## src/rtl/button_pkg.sv

```systemverilog
// Shared types and default timing for the button event decoder.
// The FSM encoding is fixed so that the unused code 2'd3 can be recovered explicitly.
package button_pkg;

    typedef enum logic [1:0] {
        IDLE      = 2'd0,
        PRESSED   = 2'd1,
        LONG_HELD = 2'd2
    } btn_state_e;

    localparam int LONG_TICKS_DFLT   = 1000;
    localparam int REPEAT_TICKS_DFLT = 200;
    localparam int CNT_W_DFLT        = 16;

endpackage

```

## src/rtl/button_edge_detect.sv

```systemverilog
// Registers the debounced level once and derives single-cycle rise/fall strobes
// by comparing the live input against that registered copy.
module button_edge_detect (
    input  logic clk,
    input  logic reset,
    input  logic button_level_i,
    output logic rise_o,
    output logic fall_o,
    output logic held_o
);

    logic level_q;

    // NOTE: sequential state uses non-blocking assignment so every register
    // samples the pre-edge values, independent of statement order.
    always_ff @(posedge clk) begin
        if (reset) begin
            level_q <= 1'b0;
        end else begin
            level_q <= button_level_i;
        end
    end

    assign rise_o = button_level_i & ~level_q;
    assign fall_o = ~button_level_i & level_q;
    assign held_o = level_q;

endmodule

```

## src/rtl/button_event_decoder.sv

```systemverilog
// Turns a debounced button level into one-cycle UI events: press, release,
// short press, long press and auto-repeat. All outputs are registered.
module button_event_decoder
    import button_pkg::*;
#(
    parameter int LONG_TICKS   = LONG_TICKS_DFLT,
    parameter int REPEAT_TICKS = REPEAT_TICKS_DFLT,
    parameter bit REPEAT_EN    = 1'b1,
    parameter int CNT_W        = CNT_W_DFLT
) (
    input  logic clk,
    input  logic reset,
    input  logic button_level,
    output logic held,
    output logic press_pulse,
    output logic release_pulse,
    output logic short_press,
    output logic long_press,
    output logic repeat_pulse
);

    localparam logic [CNT_W-1:0] LONG_LAST   = CNT_W'(LONG_TICKS - 1);
    localparam logic [CNT_W-1:0] REPEAT_LAST = CNT_W'(REPEAT_TICKS - 1);
    localparam logic [CNT_W-1:0] CNT_ONE     = CNT_W'(1);

    logic             rise;
    logic             fall;
    btn_state_e       state_q;
    logic [CNT_W-1:0] count_q;
    logic             press_q;
    logic             release_q;
    logic             short_q;
    logic             long_q;
    logic             repeat_q;

    button_edge_detect u_edge (
        .clk            (clk),
        .reset          (reset),
        .button_level_i (button_level),
        .rise_o         (rise),
        .fall_o         (fall),
        .held_o         (held)
    );

    always_ff @(posedge clk) begin
        if (reset) begin
            state_q   <= IDLE;
            count_q   <= '0;
            press_q   <= 1'b0;
            release_q <= 1'b0;
            short_q   <= 1'b0;
            long_q    <= 1'b0;
            repeat_q  <= 1'b0;
        end else begin
            // Pulses default low so each event lasts exactly one cycle.
            press_q   <= 1'b0;
            release_q <= 1'b0;
            short_q   <= 1'b0;
            long_q    <= 1'b0;
            repeat_q  <= 1'b0;

            case (state_q)
                IDLE: begin
                    count_q <= '0;
                    if (rise) begin
                        // The press edge itself is count 0, so long_press lands
                        // exactly LONG_TICKS cycles after press_pulse.
                        press_q <= 1'b1;
                        state_q <= PRESSED;
                    end
                end

                PRESSED: begin
                    if (fall) begin
                        release_q <= 1'b1;
                        short_q   <= 1'b1;
                        count_q   <= '0;
                        state_q   <= IDLE;
                    end else if (count_q == LONG_LAST) begin
                        long_q  <= 1'b1;
                        count_q <= '0;
                        state_q <= LONG_HELD;
                    end else begin
                        count_q <= count_q + CNT_ONE;
                    end
                end

                LONG_HELD: begin
                    if (fall) begin
                        release_q <= 1'b1;
                        count_q   <= '0;
                        state_q   <= IDLE;
                    end else if (!REPEAT_EN) begin
                        count_q <= '0;
                    end else if (count_q == REPEAT_LAST) begin
                        repeat_q <= 1'b1;
                        count_q  <= '0;
                    end else begin
                        count_q <= count_q + CNT_ONE;
                    end
                end

                default: begin
                    state_q <= IDLE;
                    count_q <= '0;
                end
            endcase
        end
    end

    assign press_pulse   = press_q;
    assign release_pulse = release_q;
    assign short_press   = short_q;
    assign long_press    = long_q;
    assign repeat_pulse  = repeat_q;

endmodule

```

## config.mk

```make
export PLATFORM = sky130hd
export DESIGN_NAME = button_event_decoder
export DESIGN_NICKNAME = d
export VERILOG_FILES = /design/src/rtl/button_pkg.sv /design/src/rtl/button_edge_detect.sv /design/src/rtl/button_event_decoder.sv
export SDC_FILE = /design/constraint.sdc
export NUM_CORES = 1
export LEC_CHECK = 0
export ABC_AREA = 1
export ABC_CLOCK_PERIOD_IN_PS = 1900
export BUFFER_PORTS_ARGS = -buffer_cell sky130_fd_sc_hd__buf_2
export CAP_MARGIN = 20
export CORE_AREA = 2 2 51 53
export CTS_BUF_LIST = sky130_fd_sc_hd__clkbuf_4 sky130_fd_sc_hd__clkbuf_8
export CTS_CLUSTER_SIZE = 16
export DETAILED_ROUTE_END_ITERATION = 8
export DIE_AREA = 0 0 53 55
export PLACE_DENSITY = 0.76
export SLEW_MARGIN = 20
export SYNTH_ARGS = -nofsm -noshare
export SYNTH_HDL_FRONTEND = slang
export SYNTH_SLANG_ARGS = --single-unit
```

## constraint.sdc

```tcl
create_clock -name clk -period 1.9 [get_ports clk]
set_input_delay 0.38 -clock clk [delete_from_list [all_inputs] [get_ports clk]]
set_output_delay 0.38 -clock clk [all_outputs]
set_load 0.05 [all_outputs]
```

==> metrics.md, run 1 <==
| Metric | Value |
|---|---|
| Clk_lat worst skew | between 0.3 and 0.4 ns |
| Hpwl dp | approximately 1.6 mm |
| Post-synth EDFFs | 0 |
| Crit path kind | reg2reg |
| Final period util | 83.8% |
| Worst Min Path Start | reset |
| Hold buffer count at cts | 0 |
| Synth Warn # | 0 |
| R2r startpoint | count_q[0] |
| Worst hold path depth | 2 |
| R2r endpoint | count_q[15] |
| Layout area overhead | 10.3% |
| Nature of the critical path startpoint | register |
| Std cell rows | 18 |
| Fill cells | about 220 |
| First-pass GRT wire length | between 3 and 4 mm |
| Status | finished, final reports clean |
| CP Cell Sequence | ha_1, nand2_1, inv_1, nand2_1, nor2_1, nand2_1, nand2_2, nand2_2, nand2_4, nor2_1 |
| Pwr dens | 1010 nW/um^2 |
| # H-tree levels | 1 |
| Slew @ Worst Pin | approximately 0.33 ns |
| Antenna diodes | 0 |
| Post-Route Skew | 0.00721 ns |
| Worst path bufs/invs | 1 |
| CP endpoint kind | register |
| Initial antenna violation count | 0 |
| Relative slew slack | between 70% and 80% |
| Vias/cell | roughly 5 |
| Syn Nets | approximately 160 |
| Top cell type's share of synthesized area | about 43% |
| Die Span Y | about 55 microns |
| Sequential share of the synthesized area | 42.8% |
| Type of the tightest min-delay check | in2reg |
| Core ar. | between 2000 and 2500 sq um |
| TritonCTS clock tree | yes |
| Setup TNS | 0 ns |
| All-Layer GR Usage | between 15 and 20% |
| Hold Path Sink | u_edge.held_o |
| GP Congestion | between 0.8 and 0.9 |
| Via count | approximately 960 |
| DRC viols | 0 |
| Synthesized cell area | between 1000 and 1500 sq um |
| Fraction of layout cells with a size suffix above 1 | 9.70% |
| Max-cap check violation count | 0 |
| Nets | approximately 170 |
| Final Routed Wirelength | 2.13 mm |
| # resized after CTS | 0 |
| WL/cell | ~11 microns |
| Top_reg_cell synth | dfxtp_1 |
| Synth Area per Inst | between 7 and 8 sq um |
| Max Slew Vio Count | 0 |
| Critical Path RT | between 2 and 2.5 ns |
| Synthesized flop and latch total | 24 |
| Max incr delay on CP | between 0.3 and 0.4 ns |
| Die extent in x | between 50 and 60 microns |
| IO Pins | 9 |
| Initial core utilization | between 40% and 50% |
| Clock buffer count from CTS | 3 |
| Most frequent cells after synthesis | nor2_1, nand2_1, dfxtp_1 |
| CTS clk-pin slew, worst paths | ~0.13 ns |
| RSZ-0062 raised after global routing | false |
| Vias in the first global route | between 800 and 900 |
| Synth Instances | around 150 |
| Multi-input logic area | around 550 sq um |
| CP dominant cell by count | nand2_1 |
| Congestion Overflow GR | 0 |
| Ys async rst share | 0% |
| Root Driver | clkbuf_4 |
| Drt initial violations | 17 |
| Crit path max-delay family | simple AND/OR/NAND/NOR gates |
| Minimum clock period | roughly 1.6 ns |
| Total Power | about 0.0012 W |
| Routed Antenna Nets | 0 |
| Deepest clock path buffer count | 2 |
| Netlist cell types | 17 |
| Crit-path slowest cell | dfxtp_1 |
| Max Fanout on Critical Path | 16 |
| Fmax | 0.628 GHz |
| Sequential cell area | about 480 sq um |
| Lkg Pwr | about 0.54 nW |
| Die area | 2920 sq um |
| Hold slack | approximately 0.28 ns |
| Max VDD drop | around 800 uV |
| IO buf count | 8 |
| Crit path DAT | ~1.8 ns |
| FF-to-FF setup slack | 0.31 ns |
| Top post-synthesis cells by area | dfxtp_1, nor2_1, nand2_1 |
| Reg2Reg Depth | 10 |
| Post-CTS Setup Bufs | 0 |
| Largest net degree at the start of global routing | 17 |
| Clock Sinks | 24 |
| Final Hold Vio Count | 0 |
| Count of final setup violators | 0 |
| Pre-antenna DRT Iters | 4 |
| Count leader, synth | nor2_1 |
| Yosys top cell by area | dfxtp_1 |
where the power goes:
part	total (W)	internal, W	switching (W)
Sequential	0.000559	0.000537	0.0000212
Combinational	0.000322	0.0000966	0.000226
Clock	0.000367	0.000213	0.000154
worst max-delay path by stage:
stage | cells past startpoint | endpoint | startpoint | slack [ns]
2_1_floorplan | 8 | count_q[2] | u_edge.held_o | 0.43
3_3_place_gp | 10 | count_q[13] | count_q[0] | 0.47
3_5_place_dp | 10 | count_q[15] | count_q[0] | 0.34
4_1_cts | 10 | count_q[15] | count_q[0] | 0.31
5_1_grt | 10 | count_q[15] | count_q[0] | 0.19
6_report | 10 | count_q[15] | count_q[0] | 0.31
kinds of logic (layout without fill, tap and decap cells):
| family | after synthesis | count (layout) | synth area share (%) |
|---|---|---|---|
| AO/OA/AOI/OAI | 5 | 5 | 2.23 |
| XOR/XNOR | 12 | 12 | 9.36 |
| AND/OR/NAND/NOR | 87 | 87 | 32.8 |
| flip-flops | 24 | 24 | 42.8 |
| buffers and inverters | 22 | 33 | 8.36 |
| adder cells (fa/ha/maj) | 4 | 4 | 4.46 |
layer usage:
| metal | GRT usage, % | wire length, microns | vias to the layer above |
|---|---|---|---|
| met1 | 18.6 | 902 | 441 |
| met5 | 0 | 0 | - |
| met2 | 31.3 | 1130 | 15 |
| met3 | 3.23 | 58 | 5 |
| met4 | 8.55 | 33 | 0 |
| li1 | - | - | 496 |
final cells by class:
class	instances	area share (%)
Timing Repair Buffer	8	3.24
Clock inverter	1	2.43
Multi-Input combinational cell	108	44.3
Clock buffer	3	1.82
Inverter	21	6.37
Sequential cell	24	38.8
Tap cell	30	3.03
worst reg2reg max path: stages, from the launching register on:
cell and delay [ns]:
dfxtp_1 0.38, ha_1 0.25, nand2_1 0.10, inv_1 0.06, nand2_1 0.05, nor2_1 0.12, nand2_1 0.11, nand2_2 0.11
nand2_2 0.08, nand2_4 0.17, nor2_1 0.08
placed cells by master (no fill, tap or decap):
| master | n |
|---|---|
| a21oi_1 | 2 |
| buf_2 | 8 |
| bufinv_16 | 1 |
| clkbuf_4 | 3 |
| dfxtp_1 | 24 |
| ha_1 | 4 |
| inv_1 | 21 |
| nand2_1 | 31 |
| nand2_2 | 2 |
| nand2_4 | 1 |
| nand3_1 | 7 |
| nand4_1 | 3 |
| nor2_1 | 36 |
| nor2_2 | 1 |
| nor3_1 | 4 |
| nor4_1 | 2 |
| o21ai_0 | 3 |
| xnor2_1 | 2 |
| xor2_1 | 10 |
flip-flops by register name (all words and copies together), names as in the netlist:
register	count
u_edge.held_o	1
short_press	1
press_pulse	1
state_q	2
long_press	1
release_pulse	1
repeat_pulse	1
count_q	16
through the flow:
step / area, sq um / worst slack (ns) / instances / utilization [%]
2_1_floorplan: 1120 / 0.433 / 154 / -
3_3_place_gp: 1180 / 0.473 / 191 / 50.1
3_5_place_dp: 1180 / 0.342 / 191 / 50.1
4_1_cts: 1240 / 0.314 / 195 / 52.3
5_1_grt: 1240 / 0.187 / 195 / 52.3
6_report: 1240 / 0.307 / 195 / 52.3
(Power assumes the default switching activity.)
==> inputs of run 2 (changes only) <==
- ABC_CLOCK_PERIOD_IN_PS: 1900 -> 1400
- PLACE_DENSITY: 0.76 -> 0.78
- clock period: 1.9 -> 1.4 ns (I/O delays scaled with it)
==> metrics.md, run 2 (same netlist as run 1, synthesis figures left out) <==
| Metric | Value |
|---|---|
| Status | finished with violations |
| Failing checks | setup timing |
| Clock buffer count from CTS | 3 |
| Largest register FFs | 16 |
| Crit path DAT | around 1.6 ns |
| Clk_lat worst skew | approximately 0.31 ns |
| Lkg Pwr | roughly 0.57 nW |
| Placed Instances | a little under 200 |
| Clock Sinks | 24 |
| Biggest register | count_q |
| Routed Antenna Nets | 0 |
| Via count | between 1000 and 1500 |
| CP endpoint kind | register |
| Relative slew slack | approximately three quarters |
| Fill cells | 204 |
| Final Routed Wirelength | 2.41 mm |
| Nets | between 150 and 200 |
| Crit path max-delay family | simple AND/OR/NAND/NOR gates |
| Max incr delay on CP | 0.38 ns |
| Final core occ | about 59% |
| Antenna diodes | 0 |
| IO Pins | 9 |
| RSZ-0062 raised after global routing | true |
| Slew @ Worst Pin | about 0.38 ns |
| Vias in the first global route | slightly above 800 |
| Crit path kind | reg2reg |
| Non-Filler Instances | 200 |
| Die extent in x | 53 microns |
| Die Span Y | 55 microns |
| Fraction of layout cells with a size suffix above 1 | between 20% and 30% |
| Worst path bufs/invs | 1 |
| TritonCTS clock tree | yes |
| Pwr dens | 1340 nW/um^2 |
| WL/cell | between 10 and 15 microns |
| DRC viols | 0 |
| Sequential cell area | 494 sq um |
| CTS clk-pin slew, worst paths | 0.14 ns |
| Max-cap check violation count | 0 |
| Final Hold Vio Count | 0 |
| Root Driver | clkbuf_4 |
| Count of final setup violators | 7 |
| Setup WS pre-CTS | -0.0211 ns |
| CP Cell Sequence | nand2_1, inv_1, nand2_1, nor2_1, nand2_2, nand2_4, nand2_8, nand2_8, nor2_2 |
| Hpwl dp | approximately 1.5 mm |
| Max Slew Vio Count | 0 |
| Hold buffer count at cts | 0 |
| Crit-path slowest cell | dfxtp_2 |
| Critical Path RT | 1.61 ns |
| Fmax | roughly 0.7 GHz |
| Drt initial violations | 28 |
| Pre-antenna DRT Iters | 8 |
| All-Layer GR Usage | about 15% |
| Layout area overhead | 25.1% |
| Die area | around 2900 sq um |
| Initial antenna violation count | 0 |
| Minimum clock period | about 1.4 ns |
| # H-tree levels | 1 |
| Max Fanout on Critical Path | 8 |
| Congestion Overflow GR | 0 |
| First-pass GRT wire length | 3.28 mm |
| Final period util | 102% |
| IO buf count | 8 |
| Largest net degree at the start of global routing | 17 |
| Deepest clock path buffer count | 2 |
| Multi-input logic area | ~670 sq um |
| GP Congestion | ~0.83 |
| Initial core utilization | a little under half |
| Std cell rows | 18 |
| Most frequent cells in the layout | nand2_1, nor2_1, inv_1 |
| Leading registers by flop count | count_q x16, state_q x2 |
| Core ar. | about 2400 sq um |
| Max VDD drop | around 790 uV |
| Nature of the critical path startpoint | register |
| Vias/cell | approximately 5.1 |
| Setup ws final | -0.0229 ns |
| Type of the tightest min-delay check | in2reg |
| Post-Route Skew | around 0.0067 ns |
==> run 2: area by class of cell <==
type                    instances  area share, %
repair buffers                 12           4.99
inverters                      21           5.61
clock inverters                 1           2.14
well taps                      30           2.67
clock buffers                   3           1.60
multi-input cells             109           47.8
flip-flops and latches         24           35.2
==> run 2: worst paths after layout <==
kind | start | endpoint | slack [ns] | depth (start not counted)
worst max-delay path | count_q[7] | count_q[6] | -0.02 | 9
worst min-delay path | reset | u_edge.held_o | 0.18 | 2
worst max register to register | count_q[7] | count_q[6] | -0.02 | 9
worst min register to register | count_q[0] | count_q[0] | 0.45 | 1
==> run 2: worst reg2reg max path, delay by kind of cell (launching register included) <==
family | cells | cell delay (ns)
buf+inv | 1 | 0.10
flops | 1 | 0.38
simple gates | 8 | 0.84
==> run 2: repair_timing <==
action,in CTS,in global routing
buffers inserted,0,1
cloned,0,1
resized for setup,2,35
setup endpoints to repair,16,18
pin swaps,0,8
==> run 2: routing by layer <==
layer  GRT usage, %  part of all wire [%]  up-vias
met5              0                     0        -
met4           4.70                   2.9        0
met2           25.6                    50       33
met3           2.69                   4.8       10
met1           19.5                    42      457
li1               -                     -      511
==> run 2: where the power goes <==
| group | internal [W] | switching [W] | leakage [nW] |
|---|---|---|---|
| clock | 0.000289 | 0.000209 | 0.0279 |
| sequential | 0.000731 | 0.0000298 | 0.198 |
| combinational | 0.000182 | 0.000440 | 0.344 |
==> run 2: metrics by stage <==
stage | hold WS [ns] | total power, W | instance area, sq um | TNS [ns]
6_report | 0.177 | 0.00188 | 1400 | -0.0915
5_1_grt | 0.183 | 0.00198 | 1400 | -1.27
4_1_cts | 0.177 | 0.00171 | 1270 | 0
3_5_place_dp | 0.435 | 0.00118 | 1210 | -0.0600
3_3_place_gp | 0.426 | 0.00117 | 1210 | 0
2_1_floorplan | 0.345 | 0.00113 | 1120 | 0
